--- src/rtl/axil_mem_arbiter.sv ---
// Round-robin arbiter sharing one single-port 32-bit config memory.
// Optional BUSY timeout abort: define AXIL_MEM_ARB_TIMEOUT_EN.
module axil_mem_arbiter #(
  parameter int num_req_p        = 2,
  parameter int mem_addr_width_p = 8,
  parameter int timeout_cycles_p = 64
) (
  input  logic                                  clk_i,
  input  logic                                  reset_i,
  input  logic [num_req_p*mem_addr_width_p-1:0] req_addr_i,
  input  logic [num_req_p-1:0]                  req_wen_i,
  input  logic [num_req_p-1:0]                  req_ren_i,
  input  logic [num_req_p*32-1:0]               req_data_i,
  output logic [31:0]                           req_data_o,
  output logic [num_req_p-1:0]                  req_done_o,
  output logic [num_req_p-1:0]                  req_err_o,
  output logic [mem_addr_width_p-1:0]           mem_addr_o,
  output logic                                  mem_wen_o,
  output logic                                  mem_ren_o,
  output logic [31:0]                           mem_data_o,
  input  logic [31:0]                           mem_data_i,
  input  logic                                  mem_done_i
);

  localparam int idx_w_lp = (num_req_p > 1) ? $clog2(num_req_p) : 1;

  typedef enum logic [1:0] {
    IDLE = 2'd0,
    BUSY = 2'd1,
    RESP = 2'd2
  } state_e;

  state_e                      state_q, state_n;
  logic [idx_w_lp-1:0]         ptr_q;
  logic [idx_w_lp-1:0]         grant_q;
  logic [idx_w_lp-1:0]         sel;
  logic                        found;
  logic [num_req_p-1:0]        pend;
  logic [mem_addr_width_p-1:0] addr_q;
  logic [31:0]                 wdata_q;
  logic [31:0]                 rdata_q;
  logic                        wr_q;
  logic                        err_q;
  logic                        timed_out;

  assign pend = req_wen_i | req_ren_i;

  // First pending requester at or after the pointer, cyclically.
  always_comb begin : arb
    int j;
    found = 1'b0;
    sel   = ptr_q;
    j     = 0;
    for (int i = 0; i < num_req_p; i++) begin
      j = int'(ptr_q) + i;
      if (j >= num_req_p) j = j - num_req_p;
      if (!found && pend[j]) begin
        found = 1'b1;
        sel   = idx_w_lp'(j);
      end
    end
  end

`ifdef AXIL_MEM_ARB_TIMEOUT_EN
  localparam int cnt_w_lp = $clog2(timeout_cycles_p + 1);

  logic [cnt_w_lp-1:0] cnt_q;

  // Counter is held at zero outside BUSY, so every BUSY entry starts clean.
  always_ff @(posedge clk_i) begin
    if (reset_i || state_q != BUSY) cnt_q <= '0;
    else                            cnt_q <= cnt_q + 1'b1;
  end

  assign timed_out = (state_q == BUSY) && !mem_done_i &&
                     (cnt_q == cnt_w_lp'(timeout_cycles_p - 1));
`else
  logic unused_timeout;

  assign unused_timeout = (timeout_cycles_p != 0);
  assign timed_out      = 1'b0;
`endif

  always_ff @(posedge clk_i) begin
    if (reset_i) state_q <= IDLE;
    else         state_q <= state_n;
  end

  always_comb begin
    state_n = state_q;
    unique case (state_q)
      IDLE:    if (found) state_n = BUSY;
      BUSY:    if (mem_done_i || timed_out) state_n = RESP;
      RESP:    state_n = IDLE;
      default: state_n = IDLE;
    endcase
  end

  always_ff @(posedge clk_i) begin
    if (reset_i) begin
      ptr_q   <= '0;
      grant_q <= '0;
      addr_q  <= '0;
      wdata_q <= '0;
      rdata_q <= '0;
      wr_q    <= 1'b0;
      err_q   <= 1'b0;
    end else begin
      unique case (state_q)
        IDLE: begin
          if (found) begin
            grant_q <= sel;
            addr_q  <= req_addr_i[int'(sel)*mem_addr_width_p +: mem_addr_width_p];
            wdata_q <= req_data_i[int'(sel)*32 +: 32];
            wr_q    <= req_wen_i[sel];
            err_q   <= req_wen_i[sel] & req_ren_i[sel];
          end
        end
        BUSY: begin
          if (mem_done_i) begin
            if (!wr_q) rdata_q <= mem_data_i;
          end else if (timed_out) begin
            rdata_q <= 32'hdead_beef;
            err_q   <= 1'b1;
          end
        end
        RESP: begin
          if (grant_q == idx_w_lp'(num_req_p - 1)) ptr_q <= '0;
          else                                     ptr_q <= grant_q + 1'b1;
        end
        default: ;
      endcase
    end
  end

  assign mem_wen_o  = (state_q == BUSY) &  wr_q;
  assign mem_ren_o  = (state_q == BUSY) & ~wr_q;
  assign mem_addr_o = addr_q;
  assign mem_data_o = wdata_q;
  assign req_data_o = rdata_q;

  always_comb begin
    req_done_o = '0;
    req_err_o  = '0;
    if (state_q == RESP) begin
      req_done_o[grant_q] = 1'b1;
      req_err_o[grant_q]  = err_q;
    end
  end

endmodule
--- config.mk ---
export PLATFORM = sky130hd
export DESIGN_NAME = axil_mem_arbiter
export DESIGN_NICKNAME = d
export VERILOG_FILES = /design/src/rtl/axil_mem_arbiter.sv
export SDC_FILE = /design/constraint.sdc
export NUM_CORES = 1
export LEC_CHECK = 0
export ABC_AREA = 1
export CAP_MARGIN = 20
export CORE_MARGIN = 2
export CORE_UTILIZATION = 38
export CTS_CLUSTER_SIZE = 8
export DETAILED_ROUTE_END_ITERATION = 7
export GPL_TIMING_DRIVEN = 0
export PLACE_DENSITY = 0.79
export SYNTH_ARGS = -nofsm -noshare
export SYNTH_HDL_FRONTEND = slang
export SYNTH_SLANG_ARGS = --single-unit
--- constraint.sdc ---
create_clock -name clk_i -period 1.4 [get_ports clk_i]
set_input_delay 0.35 -clock clk_i [delete_from_list [all_inputs] [get_ports clk_i]]
set_output_delay 0.35 -clock clk_i [all_outputs]
set_load 0.005 [all_outputs]
==> reports/metrics.cfg, run 1 <==
[worst_hold_path]
whs_endpoint = err_q$_SDFFE_PP0P_
min_path_type = reg2reg
whs_path_depth = 2
hold_start = err_q$_SDFFE_PP0P_

[status]
status = complete, but fails checks
violations = setup timing

[critical_path]
reg2reg_slack_ps = -80
end_kind = output pin
startpoint_type = flop
r2r-start = state_q[1]$_SDFFE_PP0P_
cp_cell_sequence = buf_6 -> nor2_4 -> inv_2 -> nor2_2 -> buf_2
startpoint = state_q[1]$_SDFFE_PP0P_
r2r_end = mem_data_o[23]$_SDFFE_PP0P_
path_max_fanout = 3
crit_required_ps = 1050
crit_family = flip-flops
cp_slowest_cell = dfxtp_4
arrival_ps = 1170
worst-path-buf-inv = 3
critPathKind = reg2out
reg2reg_depth = 10
cpPeakStageDelay_ps = 360

[synth]
netlist_top_cells_count = nor2_1 (157), nand2_1 (136), dfxtp_1 (78)
synth_area_leaders = dfxtp_1 (45%), nor2_1 (17%), nand2_1 (15%)
syn_avg_cell_area_sq_um = 6.38
synth-main-ff-cell = dfxtp_1
yosysUniqueCellTypes = 17
syn-num-nets = 658
ys_seq_area_frac = 0.454
synth_most_common_cell = nor2_1
netlist_area_sq_um = 3440
synth_edf_count = 0
synth_seq_cells = 78
synthCells = 539
async_reset_ff_frac = 0
yosysTopAreaCell = dfxtp_1
synth_top_area_frac = 0.454
ys_warn_count = 0

[timing]
clock_skew_ps = 6.99
fin_ws_ps = -123
finalMaxSlewViolations = 0
setup_viol = 19
finalCritPeriodShare = 1.09
slew_headroom = 0.638
tightest_slew_ps = 543
hold_viol = 0
rsz0062_at_grt = yes
fin_crit_ps = 1520
fmax_ghz = 0.656
setup_tns_ps = -1210

[route]
drc = 0
vias = 4201
first_pass_iters = 5
avgRoutedWirePerCell_microns = 13.9
drt_first_iter_violations = 135
wirelength_microns = 12300
antenna_left = 0
viasPerCell = 4.76

[global_routing]
top_usage_layer = met2
grt.overflow.total = 0
met3_usage = 0.0808
grt_max_degree = 15
grt_use_total = 0.229
grt_pass1_wl_microns = 18300
use_met2 = 0.411
grt_pass1_vias = 3936
grt_use_met1 = 0.267
antenna_found_initial = 0

[clock_network]
cts_sinks = 78
cts-root-buf = clkbuf_8
clk_pin_slew_ps = 80
cts_max_path_buffers = 2
clk_latency_ps = 350
numCtsBuffers = 9
cts_hold_buf = 0
cts_tree = yes
h-tree-depth = 3

[finish]
regArea_sq_um = 1590
nFillCells = 720
finalNonFillerCells = 883
finish.utilization = 0.718
nNetsFinal = 889
diodes = 0
final_layout_size_suffix_gt1_frac = 0.181
area_delta_synth_final_pct = 83.0
multi_input_area_sq_um = 1690

[power_and_ir_drop]
power_w = 0.00623
powerDensity_nw_per_um2 = 990
ir_worst_vdd_mv = 0.795
p_leak_nw = 3.33

[place]
placed_cells = 842
place_hpwl_microns = 8430
port_buffers = 195
gp_congestion = 0.855

[floorplan]
die_w_microns = 99.1
pin_count = 197
die_area_sq_um = 9820
die_h_microns = 99.1
initial_utilization = 0.392
rows = 34
core_sq_um = 8760

[job]
drv_cap = 0

-- final cells by class --
| class | instances | share of cell area |
|---|---|---|
| Sequential cell | 78 | 0.253 |
| Multi-Input combinational cell | 376 | 0.268 |
| Buffer | 30 | 0.0410 |
| Tap cell | 108 | 0.0215 |
| Clock buffer | 9 | 0.0197 |
| Clock inverter | 7 | 0.0117 |
| Inverter | 54 | 0.0322 |
| Timing Repair Buffer | 221 | 0.352 |
-- cell families after synthesis --
kind of cell,count (synthesis),share of synthesized area
AND/OR/NAND/NOR,337,0.386
buffers and inverters,85,0.102
flip-flops,78,0.454
AO/OA/AOI/OAI,39,0.0579
-- registers in the layout, indices dropped and copies added, names as in the netlist --
signal	cells
wr_q	1
ptr_q	1
req_data_o	32
state_q	2
mem_addr_o	8
grant_q	1
err_q	1
mem_data_o	32
-- power by group --
part / internal (W) / leakage (nW) / switching, W
clock network: 0.000830 / 0.0996 / 0.000885
logic: 0.00109 / 2.57 / 0.000843
registers: 0.00246 / 0.652 / 0.000121
total: 0.00438 / 3.33 / 0.00185
-- metrics by stage --
stage	hold slack (ps)	setup slack (ps)	instance area, sq um
after global placement	461	-773	5520
after floorplan	444	89.3	3440
final	479	-123	6290
after global routing	504	-204	6290
after CTS	477	-142	6090
after detailed placement	464	-780	5520
-- per-layer routing --
metal	part of all wire	routed length, microns
met4	0.0094	116
met2	0.50	6140
met1	0.39	4840
met3	0.097	1190
met5	0	0
-- cells in the final DEF (no fill, tap or decap), types with 4 or more instances in the layout --
master / count
buf_4: 17
nand2_2: 7
clkdlybuf4s50_1: 113
nor2_4: 4
nand3_2: 12
buf_6: 10
dfxtp_2: 20
nand2_1: 129
inv_2: 8
o21ai_0: 32
buf_1: 4
inv_1: 46
buf_2: 7
clkbuf_8: 9
clkbuf_1: 4
dlygate4sd2_1: 72
nor2_1: 143
nor2_2: 11
buf_8: 8
dfxtp_1: 56
nand3_1: 28
-- tightest hold or removal path: stages, from the launching register on --
cell and delay (ps):
dfxtp_1 320, nand2_1 60, a21oi_1 50
-- worst max-delay path by stage --
stage / to / slack [ps] / cells past startpoint
after floorplan: mem_addr_o[7]$_SDFFE_PP0P_ / 90 / 9
after global placement: mem_data_o[22]$_SDFFE_PP0P_ / -770 / 10
after detailed placement: mem_data_o[7]$_SDFFE_PP0P_ / -780 / 10
after CTS: mem_ren_o / -140 / 5
after global routing: req_err_o[0] / -200 / 5
final: mem_wen_o / -120 / 5
-- what timing repair did --
| action | 4_1_cts | 5_1_grt |
|---|---|---|
| endpoints found under the setup margin | 152 | 79 |
| gates cloned | 7 | 2 |
| buffers inserted | 16 | 1 |
| pin swaps | 15 | 29 |
| resized for setup | 194 | 46 |
Power figures use the tool's default switching activity.
==> inputs of run 2 (changes only) <==
clock period = 1.65 ns   (was 1.4 ns; I/O delays follow)
==> run 2 against run 1 <==
Against the previous run:
- the flow now finishes without violations
- register-to-register slack improved by 250 ps
- cell area decreased by 5.7%
- sequential cell count stayed put
- first-iteration DRC count down 27%
- core utilization shrank 4.1 points
- largest power group unchanged
==> reports/metrics.cfg, run 2 (synthesized netlist as in run 1, its figures left out) <==
[status]
status = complete, no violations

[power_and_ir_drop]
p_switching_w = 0.00145
powerDensity_nw_per_um2 = 851
p_comb_frac = 0.285
seq_power_share = 0.432
intPower_w = 0.00360
power_w = 0.00505
p_leak_nw = 3.23
switching_share = 0.288
ir_worst_vdd_mv = 0.678
p_clk_frac = 0.283

[clock_network]
cts_sinks = 78
numCtsBuffers = 9
cts-root-buf = clkbuf_8
h-tree-depth = 3
clk_pin_slew_ps = 80
cts_tree = yes
cts_max_path_buffers = 2
cts_hold_buf = 0
clk_latency_ps = 340

[route]
first_pass_iters = 4
wirelength_microns = 11400
drt_first_iter_violations = 99
drc = 0
antenna_left = 0
vias = 4035
avgRoutedWirePerCell_microns = 13.1
viasPerCell = 4.65

[place]
gp_congestion = 0.855
port_buffers = 195
placed_area_sq_um = 5520
place_hpwl_microns = 8430
detailedPlace.worstSlack_ps = -593

[finish]
nNetsFinal = 874
final_cell_mix = clkdlybuf4s50_1 (160), nor2_1 (153), nand2_1 (134)
fin_area_sq_um = 5930
diodes = 0
nFillCells = 779
area_delta_synth_final_pct = 72.5
final_layout_size_suffix_gt1_frac = 0.0974
final_common_cell = clkdlybuf4s50_1

[floorplan]
core_sq_um = 8760
initial_utilization = 0.392
rows = 34
die_h_microns = 99.1
die_w_microns = 99.1
die_area_sq_um = 9820
pin_count = 197

[timing]
setup_tns_ps = 0
fin_crit_ps = 1620
fmax_ghz = 0.618
rsz0062_at_grt = yes
finalCritPeriodShare = 0.981
setup_viol = 0
finalMaxSlewViolations = 0
tightest_slew_ps = 535
clock_skew_ps = 10.6
slew_headroom = 0.643
fin_ws_ps = 31.8
hold_viol = 0

[critical_path]
startpoint_type = flop
crit_family = buffers and inverters
cp_cell_sequence = clkdlybuf4s50_1
cpPeakStageDelay_ps = 530
critPathKind = reg2out
end_kind = output pin
cp_slowest_cell = clkdlybuf4s50_1
worst-path-buf-inv = 1
crit_required_ps = 1240
path_max_fanout = 2
arrival_ps = 1210

[global_routing]
grt_pass1_vias = 3770
antenna_found_initial = 0
grt_use_total = 0.220
grt.overflow.total = 0
grt_pass1_wl_microns = 17600
grt_max_degree = 15

[job]
drv_cap = 0

[worst_hold_path]
min_path_type = reg2reg

==> run 2: final cells by class <==
cell class | count | area (sq um) | area share
inverter | 54 | 203 | 0.0342
multi-input combinational | 376 | 1560 | 0.262
tap | 108 | 135 | 0.0228
buffer | 31 | 213 | 0.0359
clock inverter | 7 | 73.8 | 0.0124
clock buffer | 9 | 124 | 0.0209
sequential | 78 | 1570 | 0.265
timing repair buffer | 205 | 2050 | 0.346
==> run 2: metal layers <==
layer,part of all wire,vias to the layer above,GRT usage
li1,-,2065,-
met1,0.41,1798,0.262
met2,0.48,168,0.385
met3,0.11,4,0.0829
met4,0.0050,0,0.0358
met5,0,-,0
==> run 2: worst min-delay path, cell delays in order (launching register included) <==
cell,delay (ps)
dfxtp_1,330
nand2_1,60
a21oi_1,50
==> run 2: final timing paths <==
path | start | endpoint | slack (ps) | depth (start not counted)
min | err_q$_SDFFE_PP0P_ | err_q$_SDFFE_PP0P_ | 490 | 2
max reg2reg | state_q[0]$_SDFFE_PP0P_ | req_data_o[17]$_SDFFE_PP0P_ | 170 | 8
max | mem_data_o[5]$_SDFFE_PP0P_ | mem_data_o[5] | 30 | 1
min reg2reg | err_q$_SDFFE_PP0P_ | err_q$_SDFFE_PP0P_ | 490 | 2
==> run 2: repair_timing <==
action                     in CTS  in global routing
setup endpoints to repair      51                 36
setup buffers                   4                  3
cloned                          3                  0
gates resized for setup        56                 41
pin swaps                       2                  3
==> run 2: metrics by stage <==
step,util,instances,hold slack (ps)
5_1_grt,0.677,868,511
6_report,0.677,868,486
3_3_place_gp,0.630,842,461
4_1_cts,0.665,865,477
3_5_place_dp,0.630,842,464
2_1_floorplan,-,539,444
==> run 2: power groups by stage <==
stage               sequential, W  clock, W  combinational [W]
floorplan                 0.00223         0           0.000546
global placement          0.00221         0            0.00134
detailed placement        0.00222         0            0.00136
CTS                       0.00218   0.00146            0.00145
global route              0.00220   0.00155            0.00159
finish                    0.00218   0.00143            0.00144
